==> src/rtl/tmds_rx_align_decode_if.sv <==
// Receive-side TMDS channel bundle between the deserializer/capture side and
// the aligner/decoder.
//   din      : 10-bit symbol from the 1:10 deserializer, bit0 received first
//   bitslip  : one-cycle request to rotate the deserializer word boundary
//   slip_cnt : bitslips issued since the last lock (0..9, wraps)
//   aligned  : word alignment held
//   de/ctl/data : decoded channel outputs
// master = deserializer/capture side, slave = tmds_rx_align_decode.
interface tmds_rx_align_decode_if;
   logic [9:0] din;
   logic       bitslip;
   logic [3:0] slip_cnt;
   logic       aligned;
   logic       de;
   logic [1:0] ctl;
   logic [7:0] data;

   modport master (
      output din,
      input  bitslip, slip_cnt, aligned, de, ctl, data
   );

   modport slave (
      input  din,
      output bitslip, slip_cnt, aligned, de, ctl, data
   );
endinterface

==> src/rtl/tmds_rx_align_decode.sv <==
// One TMDS receive channel in the pixel-clock domain: hunts for word
// alignment on runs of identical control tokens, steps the deserializer with
// bitslip pulses until found, decodes symbols to DE/CTL/data, and drops
// alignment if no qualifying control run is seen for LOSS_WIN cycles.
// Ports:
//   clk_p     : pixel clock, rising edge
//   ext_reset : asynchronous, active-low reset
//   rx        : channel bundle (slave side), see tmds_rx_align_decode_if
// Pipeline: din -> s1 (register) -> decode/gate -> output registers,
// two clk_p cycles from din to de/ctl/data.
//
// state  | meaning
// SEARCH | counting a search window, waiting for a control run
// SLIP   | single cycle, bitslip pulse issued
// WAIT   | deserializer settling after a slip, tokens ignored
// LOCKED | aligned, watching for loss of control runs
module tmds_rx_align_decode #(
   parameter int CTL_RUN    = 8,
   parameter int SEARCH_WIN = 2048,
   parameter int SLIP_WAIT  = 16,
   parameter int LOSS_WIN   = 4096
) (
   input logic                   clk_p,
   input logic                   ext_reset,
   tmds_rx_align_decode_if.slave rx
);
   localparam int RW = $clog2(CTL_RUN) + 1;
   localparam int WW = $clog2(SEARCH_WIN) + 1;
   localparam int SW = $clog2(SLIP_WAIT) + 1;
   localparam int LW = $clog2(LOSS_WIN) + 1;

   localparam logic [RW-1:0] RUN_MAX   = RW'(CTL_RUN);
   localparam logic [RW-1:0] RUN_LAST  = RW'(CTL_RUN - 1);
   localparam logic [WW-1:0] WIN_LAST  = WW'(SEARCH_WIN - 1);
   localparam logic [SW-1:0] WAIT_LAST = SW'(SLIP_WAIT - 1);
   localparam logic [LW-1:0] LOSS_LAST = LW'(LOSS_WIN - 1);

   localparam logic [9:0] TOK_00 = 10'b1101010100;
   localparam logic [9:0] TOK_01 = 10'b0010101011;
   localparam logic [9:0] TOK_10 = 10'b0101010100;
   localparam logic [9:0] TOK_11 = 10'b1010101011;

   typedef enum logic [1:0] {
      ST_SEARCH = 2'd0,
      ST_SLIP   = 2'd1,
      ST_WAIT   = 2'd2,
      ST_LOCKED = 2'd3
   } state_t;

   state_t        state_q,    state_d;
   logic [9:0]    s1_q,       s1_d;
   logic [RW-1:0] run_cnt_q,  run_cnt_d;
   logic [1:0]    prev_tok_q, prev_tok_d;
   logic [WW-1:0] win_cnt_q,  win_cnt_d;
   logic [SW-1:0] wait_cnt_q, wait_cnt_d;
   logic [LW-1:0] loss_cnt_q, loss_cnt_d;
   logic [3:0]    slip_cnt_q, slip_cnt_d;
   logic          bitslip_q,  bitslip_d;
   logic          aligned_q,  aligned_d;
   logic          de_q,       de_d;
   logic [1:0]    ctl_q,      ctl_d;
   logic [7:0]    data_q,     data_d;

   logic          is_tok;
   logic [1:0]    tok_val;
   logic          tok_match;
   logic          run_hit;
   logic [7:0]    q_sym;
   logic [7:0]    dec;

   assign s1_d = rx.din;

   // Token classification and data decode of the stage-1 symbol.
   always_comb begin
      is_tok  = 1'b1;
      tok_val = 2'd0;
      case (s1_q)
         TOK_00:  tok_val = 2'd0;
         TOK_01:  tok_val = 2'd1;
         TOK_10:  tok_val = 2'd2;
         TOK_11:  tok_val = 2'd3;
         default: is_tok  = 1'b0;
      endcase

      q_sym  = s1_q[9] ? ~s1_q[7:0] : s1_q[7:0];
      dec    = '0;
      dec[0] = q_sym[0];
      for (int i = 1; i < 8; i++) begin
         dec[i] = s1_q[8] ? (q_sym[i] ^ q_sym[i-1]) : ~(q_sym[i] ^ q_sym[i-1]);
      end
   end

   // Run tracking. run_cnt_q == 0 means no previous token to compare against,
   // so prev_tok_q needs no separate valid bit. Saturating at CTL_RUN means a
   // long run produces exactly one run_hit.
   always_comb begin
      tok_match  = is_tok && (run_cnt_q != '0) && (tok_val == prev_tok_q);
      run_hit    = tok_match && (run_cnt_q == RUN_LAST);
      run_cnt_d  = run_cnt_q;
      prev_tok_d = prev_tok_q;
      if (state_q == ST_SLIP || state_q == ST_WAIT) begin
         run_cnt_d = '0;
      end else if (!is_tok) begin
         run_cnt_d = '0;
      end else begin
         prev_tok_d = tok_val;
         if (!tok_match) begin
            run_cnt_d = RW'(1);
         end else if (run_cnt_q != RUN_MAX) begin
            run_cnt_d = run_cnt_q + RW'(1);
         end
      end
   end

   // Next state. Lock is checked before window expiry so a run_hit on the
   // last window cycle locks instead of slipping.
   always_comb begin
      state_d    = state_q;
      win_cnt_d  = '0;
      wait_cnt_d = '0;
      loss_cnt_d = '0;
      slip_cnt_d = slip_cnt_q;
      bitslip_d  = 1'b0;
      case (state_q)
         ST_SEARCH: begin
            if (run_hit) begin
               state_d    = ST_LOCKED;
               slip_cnt_d = 4'd0;
            end else if (win_cnt_q == WIN_LAST) begin
               state_d    = ST_SLIP;
               bitslip_d  = 1'b1;
               slip_cnt_d = (slip_cnt_q == 4'd9) ? 4'd0 : slip_cnt_q + 4'd1;
            end else begin
               win_cnt_d = win_cnt_q + WW'(1);
            end
         end
         ST_SLIP: begin
            state_d = ST_WAIT;
         end
         ST_WAIT: begin
            if (wait_cnt_q == WAIT_LAST) begin
               state_d = ST_SEARCH;
            end else begin
               wait_cnt_d = wait_cnt_q + SW'(1);
            end
         end
         ST_LOCKED: begin
            if (run_hit) begin
               loss_cnt_d = '0;
            end else if (loss_cnt_q == LOSS_LAST) begin
               state_d = ST_SEARCH;
            end else begin
               loss_cnt_d = loss_cnt_q + LW'(1);
            end
         end
         default: begin
            state_d = ST_SEARCH;
         end
      endcase
   end

   // Outputs are gated by the next-cycle aligned value so that de/ctl/data
   // and aligned change in the same cycle.
   always_comb begin
      aligned_d = (state_d == ST_LOCKED);
      de_d      = 1'b0;
      ctl_d     = 2'd0;
      data_d    = 8'd0;
      if (aligned_d) begin
         if (is_tok) begin
            ctl_d = tok_val;
         end else begin
            de_d   = 1'b1;
            ctl_d  = ctl_q;
            data_d = dec;
         end
      end
   end

   always_ff @(posedge clk_p or negedge ext_reset) begin
      if (!ext_reset) begin
         state_q    <= ST_SEARCH;
         s1_q       <= '0;
         run_cnt_q  <= '0;
         prev_tok_q <= '0;
         win_cnt_q  <= '0;
         wait_cnt_q <= '0;
         loss_cnt_q <= '0;
         slip_cnt_q <= '0;
         bitslip_q  <= 1'b0;
         aligned_q  <= 1'b0;
         de_q       <= 1'b0;
         ctl_q      <= '0;
         data_q     <= '0;
      end else begin
         state_q    <= state_d;
         s1_q       <= s1_d;
         run_cnt_q  <= run_cnt_d;
         prev_tok_q <= prev_tok_d;
         win_cnt_q  <= win_cnt_d;
         wait_cnt_q <= wait_cnt_d;
         loss_cnt_q <= loss_cnt_d;
         slip_cnt_q <= slip_cnt_d;
         bitslip_q  <= bitslip_d;
         aligned_q  <= aligned_d;
         de_q       <= de_d;
         ctl_q      <= ctl_d;
         data_q     <= data_d;
      end
   end

   assign rx.bitslip  = bitslip_q;
   assign rx.slip_cnt = slip_cnt_q;
   assign rx.aligned  = aligned_q;
   assign rx.de       = de_q;
   assign rx.ctl      = ctl_q;
   assign rx.data     = data_q;

endmodule
==> src/flat_wrapper.sv <==
// flat-port wrapper written by rule: the top's interface ports become plain ports
module tmds_rx_align_decode_flat 
#(
   parameter int CTL_RUN    = 8,
   parameter int SEARCH_WIN = 2048,
   parameter int SLIP_WAIT  = 16,
   parameter int LOSS_WIN   = 4096
)
  (clk_p, ext_reset, rx_din, rx_bitslip, rx_slip_cnt, rx_aligned, rx_de, rx_ctl, rx_data);
  tmds_rx_align_decode_if rx_i ();
  input logic clk_p;
  input logic ext_reset;
  input wire logic [$bits(rx_i.din)-1:0] rx_din;
  output wire logic [$bits(rx_i.bitslip)-1:0] rx_bitslip;
  output wire logic [$bits(rx_i.slip_cnt)-1:0] rx_slip_cnt;
  output wire logic [$bits(rx_i.aligned)-1:0] rx_aligned;
  output wire logic [$bits(rx_i.de)-1:0] rx_de;
  output wire logic [$bits(rx_i.ctl)-1:0] rx_ctl;
  output wire logic [$bits(rx_i.data)-1:0] rx_data;
  assign rx_i.din = rx_din;
  assign rx_bitslip = rx_i.bitslip;
  assign rx_slip_cnt = rx_i.slip_cnt;
  assign rx_aligned = rx_i.aligned;
  assign rx_de = rx_i.de;
  assign rx_ctl = rx_i.ctl;
  assign rx_data = rx_i.data;
  tmds_rx_align_decode #(.CTL_RUN(CTL_RUN), .SEARCH_WIN(SEARCH_WIN), .SLIP_WAIT(SLIP_WAIT), .LOSS_WIN(LOSS_WIN)) u_core (.clk_p(clk_p), .ext_reset(ext_reset), .rx(rx_i));
endmodule
==> config.mk <==
export PLATFORM = sky130hd
export DESIGN_NAME = tmds_rx_align_decode_flat
export DESIGN_NICKNAME = d
export VERILOG_FILES = /design/src/rtl/tmds_rx_align_decode_if.sv /design/src/rtl/tmds_rx_align_decode.sv /design/src/flat_wrapper.sv
export SDC_FILE = /design/constraint.sdc
export NUM_CORES = 1
export LEC_CHECK = 0
export ABC_AREA = 1
export BUFFER_PORTS_ARGS = -buffer_cell sky130_fd_sc_hd__buf_2
export CAP_MARGIN = 25
export CORE_UTILIZATION = 59
export DETAILED_ROUTE_END_ITERATION = 7
export HOLD_SLACK_MARGIN = 0.1
export PLACE_DENSITY = 0.82
export SLEW_MARGIN = 15
export SYNTH_ARGS = -nofsm -noshare
export SYNTH_HDL_FRONTEND = slang
export SYNTH_SLANG_ARGS = --single-unit
export TNS_END_PERCENT = 50
==> constraint.sdc <==
create_clock -name clk_p -period 2.31 [get_ports clk_p]
set_input_delay 0.3465 -clock clk_p [delete_from_list [all_inputs] [get_ports clk_p]]
set_output_delay 0.3465 -clock clk_p [all_outputs]
set_load 0.05 [all_outputs]
* Word level (Yosys, flattened, before mapping)
Index checks and enable logic that the tools add are counted.
** Storage, ports and cells
- Register bits after elaboration :: 65
- Input port bits :: 12
- Output and inout port bits :: 17
- Logic and storage cells :: 101
** Cells by class
- $add $sub $neg :: 5
- Equality and inequality tests :: 17
- Mux-type cells :: 40
- Bitwise logic cells :: 16
- Reduce and logical (&&, ||, !) cells :: 10
** Operators with widths (number)
- $mux W13 :: 3
- $mux W12 :: 3
- $mux W4 :: 7
- $mux W8 :: 3
- $eq A10 B10 Y1 const B :: 2
- $mux W2 :: 7
- $add A13 B1 Y13 const B :: 1
- $eq A13 B12 Y1 const B :: 1
- $mux W1 :: 13
- $add A12 B1 Y12 const B :: 1
- $eq A12 B11 Y1 const B :: 1
- $eq A10 B8 Y1 const B :: 1
- $eq A10 B9 Y1 const B :: 1
- $mux W5 :: 2
- $add A4 B1 Y4 const B :: 2
- $ne A4 B4 Y1 const B :: 2
- $not A1 Y1 :: 8
- $not A8 Y8 :: 1
- $pmux W2 S4 :: 1
- $xor A1 B1 Y1 :: 7
- $eq A2 B2 Y1 const B :: 3
- $pmux W2 S3 :: 1
- $add A5 B1 Y5 const B :: 1
- $eq A5 B4 Y1 const B :: 1
- other kinds (12) :: 15

* Depth between registers and ports, before layout
Gate-level depths: netlist of run 1.
- Depth after elaboration :: 10
- Gate-level depth with buffers :: 18
- Gate-level depth less buffers :: 17

* Worst setup path after synthesis of run 1
Ideal clock, no wire load.
- Path kind :: reg2reg
- Start :: reg u_core.s1_q[2]
- End :: reg u_core.data_q[0] (netlist: u_core.rx.data[0])
- Library setup time :: 0.068 ns
- Arrival time :: 1.771 ns
- Required time :: 2.242 ns
- Path slack :: 0.471 ns
- Cell stages (with the launch flop) :: 16
- Buffers on the path :: 1
- Clock period less this slack :: 1.839 ns
- Cell sequence :: dfrtp_1 inv_1 ha_1 nand2_1 nor2_1 nand3_2 nand2_1 nand2_2 nor2_4 nand3_4 nand2_2 nand2_1 a21oi_4 nand2_4 buf_12 nor2_4
** On the way
- Word-level cells in the longest chain between the ends :: 10
- Elaborated cells between the ends (all ways) :: 17
- Those cells by class :: eq/ne (6); mux (7); reduce/logical (4)
** RTL lines
- start: declaration :: RTL line tmds_rx_align_decode.sv:51 : logic [9:0] s1_q, s1_d;
- start signal: assignment :: RTL line tmds_rx_align_decode.sv:183 : s1_q <= '0;
- start signal: assignment :: RTL line tmds_rx_align_decode.sv:197 : s1_q <= s1_d;
- $eq A10 B10 Y1 (tied with other cells) :: RTL line tmds_rx_align_decode.sv:77 : case (s1_q)
- $reduce_or A4 Y1 (no source line)
- $mux W1 :: RTL line tmds_rx_align_decode.sv:77
- $logic_and A1 B1 Y1 :: RTL line tmds_rx_align_decode.sv:97 : tok_match = is_tok && (run_cnt_q != '0) && (tok_val == prev_tok_q);
- $logic_and A1 B1 Y1 (*) :: RTL line tmds_rx_align_decode.sv:97
- $logic_and A1 B1 Y1 (*) :: RTL line tmds_rx_align_decode.sv:98 : run_hit = tok_match && (run_cnt_q == RUN_LAST);
- $mux W2 (on tied branches) :: RTL line tmds_rx_align_decode.sv:148, tmds_rx_align_decode.sv:126
- $pmux W2 S4 (*) :: RTL line tmds_rx_align_decode.sv:124 : case (state_q)
- via u_core.state_d[1] :: RTL line tmds_rx_align_decode.sv:50 : state_t state_q, state_d;
- $eq A2 B2 Y1 (*) :: RTL line tmds_rx_align_decode.sv:165 : aligned_d = (state_d == ST_LOCKED);
- $mux W8 (*) :: RTL line tmds_rx_align_decode.sv:169 : if (aligned_d) begin
- via u_core.data_d[0] :: RTL line tmds_rx_align_decode.sv:62 : logic [7:0] data_q, data_d;
- end signal: assignment :: RTL line tmds_rx_align_decode.sv:208 : data_q <= data_d;
- end: declaration :: RTL line tmds_rx_align_decode.sv:62
The timed path passes the listed nets; every way through them passes the cells marked *.
A chain may end at the register's enable or synchronous reset.

* Worst setup path after layout of run 1
- Start :: reg u_core.s1_q[3]
- End :: reg u_core.data_q[1] (netlist: u_core.rx.data[1])
The elaborated chain is that of the path after synthesis.

==> results.sh, run 1 <==
export IMPL_synth_cell_area_um2=3217
export IMPL_cts_inserted_buffers=9
export IMPL_drive_gt1_share_pct=23.10
export IMPL_antenna_cells=0
export IMPL_wl_per_cell_um=13.20
export IMPL_crit_type="reg -> reg"
export IMPL_period_needed_ns=2.153
export IMPL_die_area_um2=5752
export IMPL_max_freq_mhz=464.5
export IMPL_end_kind="flop"
export IMPL_min_period_over_period_pct=93.20
export IMPL_cts_root_buf="clkbuf_8"
export IMPL_synth_cell_type_count=35
export IMPL_die_h_um=75.84
export IMPL_yosysWarningCount=0
export IMPL_final_nets=416
export IMPL_cap_violations=0
export IMPL_synth_seq_cells=65
export IMPL_startpoint="u_core.s1_q[3]"
export IMPL_finClkSkew_ns=0.007780
export IMPL_hp_class="in -> async"
export IMPL_insertion_delay_ns=0.34
export IMPL_final_antenna_net_count=0
export IMPL_io_pins=29
export IMPL_report_final_slew_viol_count=0
export IMPL_cp_top_family="simple AND/OR/NAND/NOR gates"
export IMPL_grt_use_total_pct=24.23
export IMPL_syn_num_nets=364
export IMPL_syn_to_final_growth_pct=18.71
export IMPL_vias=2366
export IMPL_cts_sinks=65
export IMPL_power_leakage_nw=1.884
export IMPL_cellPowerDensity_nw_per_um2=611.3
export IMPL_initial_core_util_pct=62.19
export IMPL_cts_setup_buffers=0
export IMPL_core_um2=5172
export IMPL_port_buffers=28
export IMPL_grt_pass1_wl_um=10140
export IMPL_dp_cells=436
export IMPL_status="complete, no violations"
export IMPL_cp_num_buf_inv=2
export IMPL_final_hold_viol_count=0
export IMPL_drtIter0Drc=124
export IMPL_h_tree_depth=3
export IMPL_ir_worst_vdd_uv=551.5
export IMPL_wirelength_um=6126
export IMPL_max_stage_delay_ns=0.42
export IMPL_place_congestion=0.8924
export IMPL_netlist_instances=337
export IMPL_stdcell_count=464
export IMPL_die_w_um=75.84
export IMPL_r2r_start="u_core.s1_q[3]"
export IMPL_path_clk_slew_ns=0.08
export IMPL_rows=26
export IMPL_cts_max_path_buffers=2
export IMPL_holdWs_ns=0.4712
export IMPL_p_total_mw=2.334
export IMPL_crit_required_ns=2.59
export IMPL_syn_area_per_cell_um2=9.546
export IMPL_ys_seq_area_share_pct=50.56
export IMPL_worstPathArrival_ns=2.43
export IMPL_cp_start_kind="flop"
export IMPL_hpwl_um=4046
export IMPL_grt_ovfl_total=0
export IMPL_dr_pass1_iters=4
export IMPL_crit_chain="inv_1 > ha_1 > nand2_1 > nor2_2 > nand3_2 > nand2_2 > inv_2 > nor2_4 > nand3_4 > nand2_2 > nand2_1 > a21oi_4 > nand2_4 > nor2_4"
export IMPL_synth_top_area_share_pct=50.56
export IMPL_vias_per_cell=5.099
export IMPL_drc=0
export IMPL_setup_tns_final_ns=0
export IMPL_worst_pin_slew_ns=0.4308
export IMPL_grt_pass1_vias=2290
export IMPL_synth_area_leaders="dfrtp_1 51%, nand2_1 6.2%, ha_1 5.8%"
export IMPL_fillerInstances=323
export IMPL_yosys_area_top_type="dfrtp_1"
export IMPL_antenna_found_initial=0
export IMPL_finalSetupViolations=0
export IMPL_slowest_stage="dfrtp_1"
export IMPL_grt_setup_unrepaired="no"
export IMPL_final_util_pct=73.83
export IMPL_grt_max_degree=33
export IMPL_cts_tree="yes"
export IMPL_cp_max_fo=6
export IMPL_relSlewSlack_pct=71.21
cells in the final DEF (no fill, tap or decap), types with 2 or more instances in the layout:
cell / netlist / final
buf_4: 1 / 6
clkbuf_8: 0 / 9
xnor2_1: 10 / 10
nor2_2: 4 / 8
nor2_4: 10 / 10
o21ai_0: 13 / 13
nand2_1: 53 / 51
dfrtp_1: 65 / 65
nor3_2: 2 / 2
clkinv_4: 0 / 2
inv_1: 39 / 39
bufinv_16: 0 / 2
xor2_1: 15 / 15
buf_2: 0 / 28
a21oi_1: 7 / 7
nor2_1: 25 / 21
nand3_1: 15 / 15
nand2_2: 4 / 6
nand4_1: 3 / 3
clkinv_1: 2 / 2
inv_2: 7 / 7
dlygate4sd3_1: 0 / 11
ha_1: 15 / 15
o21ai_1: 4 / 3
nor3b_1: 3 / 3
nand3_2: 2 / 2
and3_1: 3 / 3
nor3_1: 21 / 21
report_power, final:
group,leakage [nW],total (mW),switching (mW),internal [mW]
registers,0.870,1.16,0.0115,1.15
clock network,0.111,1.06,0.447,0.613
logic,0.902,0.115,0.0693,0.0460
cells by family after synthesis:
family | after synthesis | synth area share (%)
XOR/XNOR | 25 | 6.807
flip-flops | 65 | 50.56
AND/OR/NAND/NOR | 151 | 25.09
adder cells (fa/ha/maj) | 15 | 5.834
AO/OA/AOI/OAI | 28 | 4.901
buffers and inverters | 53 | 6.807
repair_timing:
| action | 4_1_cts | 5_1_grt |
|---|---|---|
| setup endpoints to repair | 0 | 16 |
| endpoints found under the hold margin | 26 | 0 |
| resized for setup | 0 | 8 |
| hold buffers | 11 | 0 |
Yosys cell counts:
master	instances
clkbuf_1	3
nor2_4	10
and3_1	3
nand3_1	15
inv_2	7
a21oi_4	1
clkinv_1	2
nor2_2	4
nor4b_1	1
nor2_1	25
a21oi_1	7
inv_1	39
nand3_4	1
nand2_1	53
nor3b_1	3
nand4_1	3
o2111ai_1	1
a31oi_1	1
buf_12	1
or2_2	1
buf_4	1
nand3_2	2
xor2_1	15
nor3_1	21
xnor2_1	10
o22ai_1	1
ha_1	15
dfrtp_1	65
nor3_2	2
nand2_4	1
nand2_2	4
nor4_4	1
o21ai_0	13
nor4_1	1
o21ai_1	4
routing by layer:
| metal | vias up | share of wire, % | GRT usage, % | routed length, um |
|---|---|---|---|---|
| met1 | 1142 | 41 | 28.46 | 2540 |
| met2 | 34 | 54 | 41.69 | 3313 |
| met5 | - | 0 | 0 | 0 |
| met4 | 0 | 1.4 | 8.642 | 84 |
| met3 | 8 | 3.1 | 7.804 | 188 |
| li1 | 1182 | - | - | - |
per-stage QoR:
| step | worst slack, ns | area (um^2) |
|---|---|---|
| CTS | 0.1004 | 3780 |
| finish | 0.1570 | 3819 |
| detailed placement | 0.1321 | 3451 |
| floorplan | 0.4708 | 3217 |
| global placement | 0.2631 | 3451 |
| global route | 0.002451 | 3819 |
registers in the layout, summed over array words and instances (netlist names):
register,cells
u_core.wait_cnt_q,5
u_core.rx.data,8
u_core.win_cnt_q,12
u_core.rx.ctl,2
u_core.state_q,2
u_core.s1_q,10
u_core.rx.slip_cnt,4
u_core.loss_cnt_q,13
u_core.rx.de,1
u_core.prev_tok_q,2
u_core.rx.bitslip,1
u_core.rx.aligned,1
u_core.run_cnt_q,4
worst paths after layout:
check,end,slack [ns],depth (start not counted)
max,u_core.rx.data[1],0.16,14
min,u_core.rx.de,0.47,2
max reg2reg,u_core.rx.data[1],0.16,14
min reg2reg,u_core.loss_cnt_q[0],0.47,1
max in group asynchronous,u_core.win_cnt_q[9],1.09,3
min in group clk_p,u_core.loss_cnt_q[0],0.47,1
layout make-up:
cell class	instances	area [um^2]	area share, %
well taps	70	87.58	2.294
multi-input cells	220	1410	36.93
clock buffers	10	127.6	3.342
clock inverters	6	91.34	2.392
inverters	48	180.2	4.718
repair buffers	45	295.3	7.733
flip-flops and latches	65	1627	42.60
(Power assumes the default switching activity.)
==> run 2, diff against run 1 <==
Settings changed: CORE_UTILIZATION 59 to 61, CTS_BUF_LIST set to sky130_fd_sc_hd__clkbuf_8, MAX_ROUTING_LAYER set to met4, PLACE_DENSITY 0.82 to 0.84.
==> results.sh, run 2 (synthesis results as in run 1) <==
export IMPL_crit_required_ns=2.53
export IMPL_die_w_um=74.62
export IMPL_setup_tns_final_ns=0
export IMPL_vias_per_cell=5.138
export IMPL_worstPathArrival_ns=2.37
export IMPL_reg_largest_list="u_core.loss_cnt_q (13), u_core.win_cnt_q (12), u_core.s1_q (10)"
export IMPL_end_kind="flop"
export IMPL_endpoint="u_core.rx.slip_cnt[1]"
export IMPL_path_clk_slew_ns=0.07
export IMPL_antenna_cells=0
export IMPL_cts_sinks=65
export IMPL_holdWs_ns=0.1101
export IMPL_cts_setup_buffers=0
export IMPL_io_pins=29
export IMPL_clockPowerShare_pct=39.4
export IMPL_grt_pass1_wl_um=9811
export IMPL_port_buffers=28
export IMPL_dr_pass1_iters=4
export IMPL_insertion_delay_ns=0.34
export IMPL_seq_power_share_pct=55.7
export IMPL_grt_use_total_pct=24.84
export IMPL_r2r_end="u_core.rx.slip_cnt[1]"
export IMPL_die_area_um2=5568
export IMPL_cts_max_path_buffers=2
export IMPL_r2r_start="u_core.s1_q[2]"
export IMPL_report_final_slew_viol_count=0
export IMPL_ir_worst_vdd_uv=428.8
export IMPL_h_tree_depth=3
export IMPL_hp_class="in -> reg"
export IMPL_relSlewSlack_pct=71.07
export IMPL_rows=26
export IMPL_grt_pass1_vias=2260
export IMPL_cts_resized=0
export IMPL_finClkSkew_ns=0.008639
export IMPL_drive_gt1_share_pct=20.53
export IMPL_cts_root_buf="clkbuf_8"
export IMPL_place_congestion=0.8422
export IMPL_syn_to_final_growth_pct=12.80
export IMPL_min_period_over_period_pct=93.17
export IMPL_grt_setup_unrepaired="no"
export IMPL_antenna_found_initial=0
export IMPL_period_needed_ns=2.152
export IMPL_top_register="u_core.loss_cnt_q"
export IMPL_status="complete, no violations"
export IMPL_drtIter0Drc=171
export IMPL_final_common_cell="dfrtp_1"
export IMPL_cellPowerDensity_nw_per_um2=574.4
export IMPL_largest_register_ff_count=13
export IMPL_ff2ff_path_depth=14
export IMPL_cp_start_kind="flop"
export IMPL_grt_max_degree=66
export IMPL_initial_core_util_pct=62.98
export IMPL_setup_ws_ns=0.1578
export IMPL_hold_buffers=1
export IMPL_power_leakage_nw=1.826
export IMPL_final_util_pct=71.04
export IMPL_crit_type="reg -> reg"
export IMPL_final_hold_viol_count=0
export IMPL_max_stage_delay_ns=0.40
export IMPL_layout_common_cells="65 x dfrtp_1, 53 x nand2_1, 42 x inv_1, 28 x buf_2, 25 x nor2_1"
export IMPL_r2r_setup_slack_ns=0.16
export IMPL_slowest_stage="dfrtp_1"
export IMPL_cap_violations=0
export IMPL_die_h_um=74.62
export IMPL_combPwrFrac_pct=4.9
export IMPL_max_freq_mhz=464.6
export IMPL_startpoint="u_core.s1_q[2]"
export IMPL_core_um2=5107
export IMPL_grt_ovfl_total=0
export IMPL_final_nets=404
export IMPL_cp_max_fo=13
export IMPL_cts_tree="yes"
export IMPL_final_antenna_net_count=0
export IMPL_vias=2312
export IMPL_finalSetupViolations=0
export IMPL_worst_pin_slew_ns=0.4329
export IMPL_wl_per_cell_um=13.08
export IMPL_crit_chain="inv_1 > ha_1 > nand2_1 > nor2_1 > nand3_2 > nand2_1 > nand2_2 > nor2_4 > nand3_4 > nand2_2 > buf_4 > nor2_1 > o21ai_1 > o22ai_1"
export IMPL_p_switching_mw=0.4754
export IMPL_wirelength_um=5884
export IMPL_p_int_mw=1.609
export IMPL_drc=0
export IMPL_fillerInstances=387
export IMPL_hpwl_um=4098
export IMPL_cts_inserted_buffers=9
export IMPL_swShare_pct=22.81
export IMPL_pre_cts_ws_ns=0.1912
run 2: cell types whose count changed in the layout (fill, tap and decap cells not counted), moves of 2 or more:
| cell | delta |
|---|---|
| buf_4 | -2 |
| bufinv_16 | -2 |
| clkbuf_8 | +2 |
| clkinv_4 | -2 |
| dlygate4sd3_1 | -10 |
| inv_1 | +3 |
| nand2_1 | +2 |
| nand2_2 | -2 |
| nor2_1 | +4 |
| nor2_2 | -4 |
run 2: routing by layer:
layer	vias to the layer above	wire length [um]	global-route usage [%]	part of all wire (%)
li1	1149	-	-	-
met1	1104	2635	29.97	45
met2	42	2914	39.44	50
met3	17	153	4.819	2.6
met4	0	180	13.63	3.1
met5	-	0	-	0
run 2: metrics by stage:
| stage | cell area, um^2 | cells | power (mW) |
|---|---|---|---|
| 3_5_place_dp | 3456 | 435 | 1.281 |
| 3_3_place_gp | 3456 | 435 | 1.276 |
| 4_1_cts | 3628 | 450 | 2.102 |
| 6_report | 3628 | 450 | 2.084 |
| 5_1_grt | 3628 | 450 | 2.168 |
| 2_1_floorplan | 3217 | 337 | 1.235 |
run 2: area by class of cell:
cell class	instances	area [um^2]	area share [%]
flip-flops and latches	65	1627	44.83
multi-input cells	219	1371	37.79
repair buffers	34	200.2	5.517
inverters	48	180.2	4.966
clock buffers	11	151.4	4.172
well taps	70	87.58	2.414
clock inverters	3	11.26	0.3103
run 2: critical path, delay by kind of cell, from the launching register on:
kind                     cells  cell delay, ns
buffers and inverters        2            0.27
flip-flops                   1            0.40
AO/OA/AOI/OAI                2            0.31
adder cells (fa/ha/maj)      1            0.14
AND/OR/NAND/NOR              9            0.92
run 2: how the worst min path moves through the flow:
| stage | start | to | cells after the start |
|---|---|---|---|
| 5_1_grt | rx_din[4] | u_core.s1_q[4] | 1 |
| 6_report | rx_din[7] | u_core.s1_q[7] | 1 |
| 3_5_place_dp | ext_reset | u_core.win_cnt_q[3] | 2 |
| 2_1_floorplan | ext_reset | u_core.loss_cnt_q[0] | 0 |
| 4_1_cts | rx_din[2] | u_core.s1_q[2] | 1 |
| 3_3_place_gp | ext_reset | u_core.win_cnt_q[3] | 2 |
run 2: power by group through the flow:
stage	clock [mW]	sequential, mW	combinational (mW)
finish	0.822	1.16	0.102
global route	0.893	1.16	0.114
CTS	0.838	1.16	0.104
detailed placement	0	1.18	0.100
global placement	0	1.18	0.0961
floorplan	0	1.18	0.0579
==> run 3, diff against run 2 <==
==> constraint.sdc (replaced) <==
create_clock -name clk_p -period 2.31 [get_ports clk_p]
set_input_delay 0.231 -clock clk_p [delete_from_list [all_inputs] [get_ports clk_p]]
set_output_delay 0.231 -clock clk_p [all_outputs]
set_load 0.05 [all_outputs]
==> results.sh, run 3 (synthesis results as in run 1) <==
export IMPL_antenna_found_initial=0
export IMPL_report_final_slew_viol_count=0
export IMPL_rows=26
export IMPL_slowest_stage="dfrtp_1"
export IMPL_largest_register_ff_count=13
export IMPL_cts_inserted_buffers=9
export IMPL_cp_max_fo=12
export IMPL_relSlewSlack_pct=48.38
export IMPL_cts_max_path_buffers=2
export IMPL_syn_to_final_growth_pct=18.24
export IMPL_layout_common_cells="65 x dfrtp_1, 53 x nand2_1, 40 x inv_1, 28 x buf_2, 24 x nor2_1"
export IMPL_r2r_start="u_core.s1_q[2]"
export IMPL_cts_sinks=65
export IMPL_end_kind="flop"
export IMPL_max_freq_mhz=474.3
export IMPL_status="complete, no violations"
export IMPL_antenna_cells=0
export IMPL_startpoint="u_core.s1_q[2]"
export IMPL_grt_ovfl_total=0
export IMPL_hpwl_um=3848
export IMPL_crit_chain="inv_1 > ha_1 > nand2_1 > nor2_1 > nand3_2 > nand2_1 > nand2_2 > nor2_4 > nand3_4 > nand2_2 > nand2_1 > a21oi_4 > nand2_4 > nor2_1"
export IMPL_worst_pin_slew_ns=0.7743
export IMPL_holdWs_ns=0.4633
export IMPL_final_util_pct=74.47
export IMPL_die_h_um=74.62
export IMPL_grt_pass1_wl_um=10570
export IMPL_wirelength_um=6212
export IMPL_path_common_cell="nand2_1"
export IMPL_final_nets=414
export IMPL_cp_start_kind="flop"
export IMPL_crit_type="reg -> reg"
export IMPL_cts_root_buf="clkbuf_8"
export IMPL_ir_worst_vdd_uv=481.2
export IMPL_die_area_um2=5568
export IMPL_drc=0
export IMPL_final_antenna_net_count=0
export IMPL_h_tree_depth=3
export IMPL_finalSetupViolations=0
export IMPL_cap_violations=0
export IMPL_port_buffers=28
export IMPL_io_pins=29
export IMPL_grt_use_total_pct=26.87
export IMPL_crit_required_ns=2.58
export IMPL_cts_tree="yes"
export IMPL_die_w_um=74.62
export IMPL_core_um2=5107
export IMPL_vias_per_cell=5.149
export IMPL_power_leakage_nw=1.892
export IMPL_vias=2379
export IMPL_path_clk_slew_ns=0.08
export IMPL_place_congestion=0.8649
export IMPL_setup_tns_final_ns=0
export IMPL_endpoint="u_core.rx.ctl[0]"
export IMPL_p_total_mw=2.455
export IMPL_initial_core_util_pct=62.98
export IMPL_wl_per_cell_um=13.45
export IMPL_ff2ff_path_depth=14
export IMPL_period_needed_ns=2.108
export IMPL_grt_pass1_vias=2327
export IMPL_reg_largest_list="u_core.loss_cnt_q (13), u_core.win_cnt_q (12), u_core.s1_q (10)"
export IMPL_drtIter0Drc=195
export IMPL_r2r_end="u_core.rx.ctl[0]"
export IMPL_worstPathArrival_ns=2.38
export IMPL_min_period_over_period_pct=91.26
export IMPL_drive_gt1_share_pct=21.43
export IMPL_final_hold_viol_count=0
export IMPL_finClkSkew_ns=0.008776
export IMPL_max_stage_delay_ns=0.41
export IMPL_r2r_setup_slack_ns=0.20
export IMPL_insertion_delay_ns=0.34
export IMPL_grt_setup_unrepaired="no"
export IMPL_hp_class="reg -> reg"
export IMPL_grt_max_degree=66
export IMPL_top_register="u_core.loss_cnt_q"
export IMPL_cts_setup_buffers=0
export IMPL_final_common_cell="dfrtp_1"
export IMPL_cellPowerDensity_nw_per_um2=645.3
export IMPL_dr_pass1_iters=4
## run 3: cell count changes in the layout (fill, tap and decap cells not counted), sizes merged
cell / before / now
inv: 49 / 47
clkinvlp: 0 / 1
dlygate4sd3: 1 / 11
clkbuf: 11 / 10
bufinv: 0 / 3
clkinv: 2 / 3
## run 3: critical path: cells and delay by family, from the launching register on
kind	cells	cell delay (ns)
AND/OR/NAND/NOR	11	1.22
adder cells (fa/ha/maj)	1	0.15
AO/OA/AOI/OAI	1	0.17
flip-flops	1	0.41
buffers and inverters	1	0.07
## run 3: metal layers
metal	part of all wire (%)	wire length, um	track usage [%]	vias to the layer above
li1	-	-	-	1170
met1	43	2687	33.27	1149
met2	52	3228	43.04	50
met3	3.4	213	5.355	10
met4	1.3	82	11.74	0
met5	0	0	-	-
## run 3: report_power, final
group,switching (mW),leakage [nW],internal [mW]
clock network,0.442,0.124,0.741
logic,0.0686,0.897,0.0440
registers,0.0116,0.870,1.15
## run 3: worst min path at each step
stage | startpoint | end | slack, ns | cells after the start
floorplan | ext_reset | u_core.loss_cnt_q[0] | -0.06 | 0
global placement | rx_din[1] | u_core.s1_q[1] | 0.34 | 1
detailed placement | rx_din[3] | u_core.s1_q[3] | 0.34 | 1
CTS | u_core.wait_cnt_q[0] | u_core.wait_cnt_q[0] | 0.47 | 1
global route | u_core.wait_cnt_q[0] | u_core.wait_cnt_q[0] | 0.49 | 1
finish | u_core.wait_cnt_q[0] | u_core.wait_cnt_q[0] | 0.46 | 1
## run 3: area by class of cell
class,count,area (um^2)
clock buffer,10,137.6
clock inverter,6,106.4
fill,343,1304
inverter,48,180.2
multi-input combinational,219,1378
sequential,65,1627
tap,70,87.58
timing repair buffer,44,287.8
## run 3: per-stage QoR
stage	instance area (um^2)	setup WS, ns	std cells
global placement	3443	0.2710	435
finish	3804	0.2018	462
global route	3804	0.008254	462
detailed placement	3443	0.2302	435
floorplan	3217	0.4708	337
CTS	3797	0.1648	462
## run 3: what timing repair did
action                                 4_1_cts  5_1_grt
setup endpoints to repair                    0        4
hold buffers                                11        0
gates resized for setup                      0        2
endpoints found under the hold margin       75        0
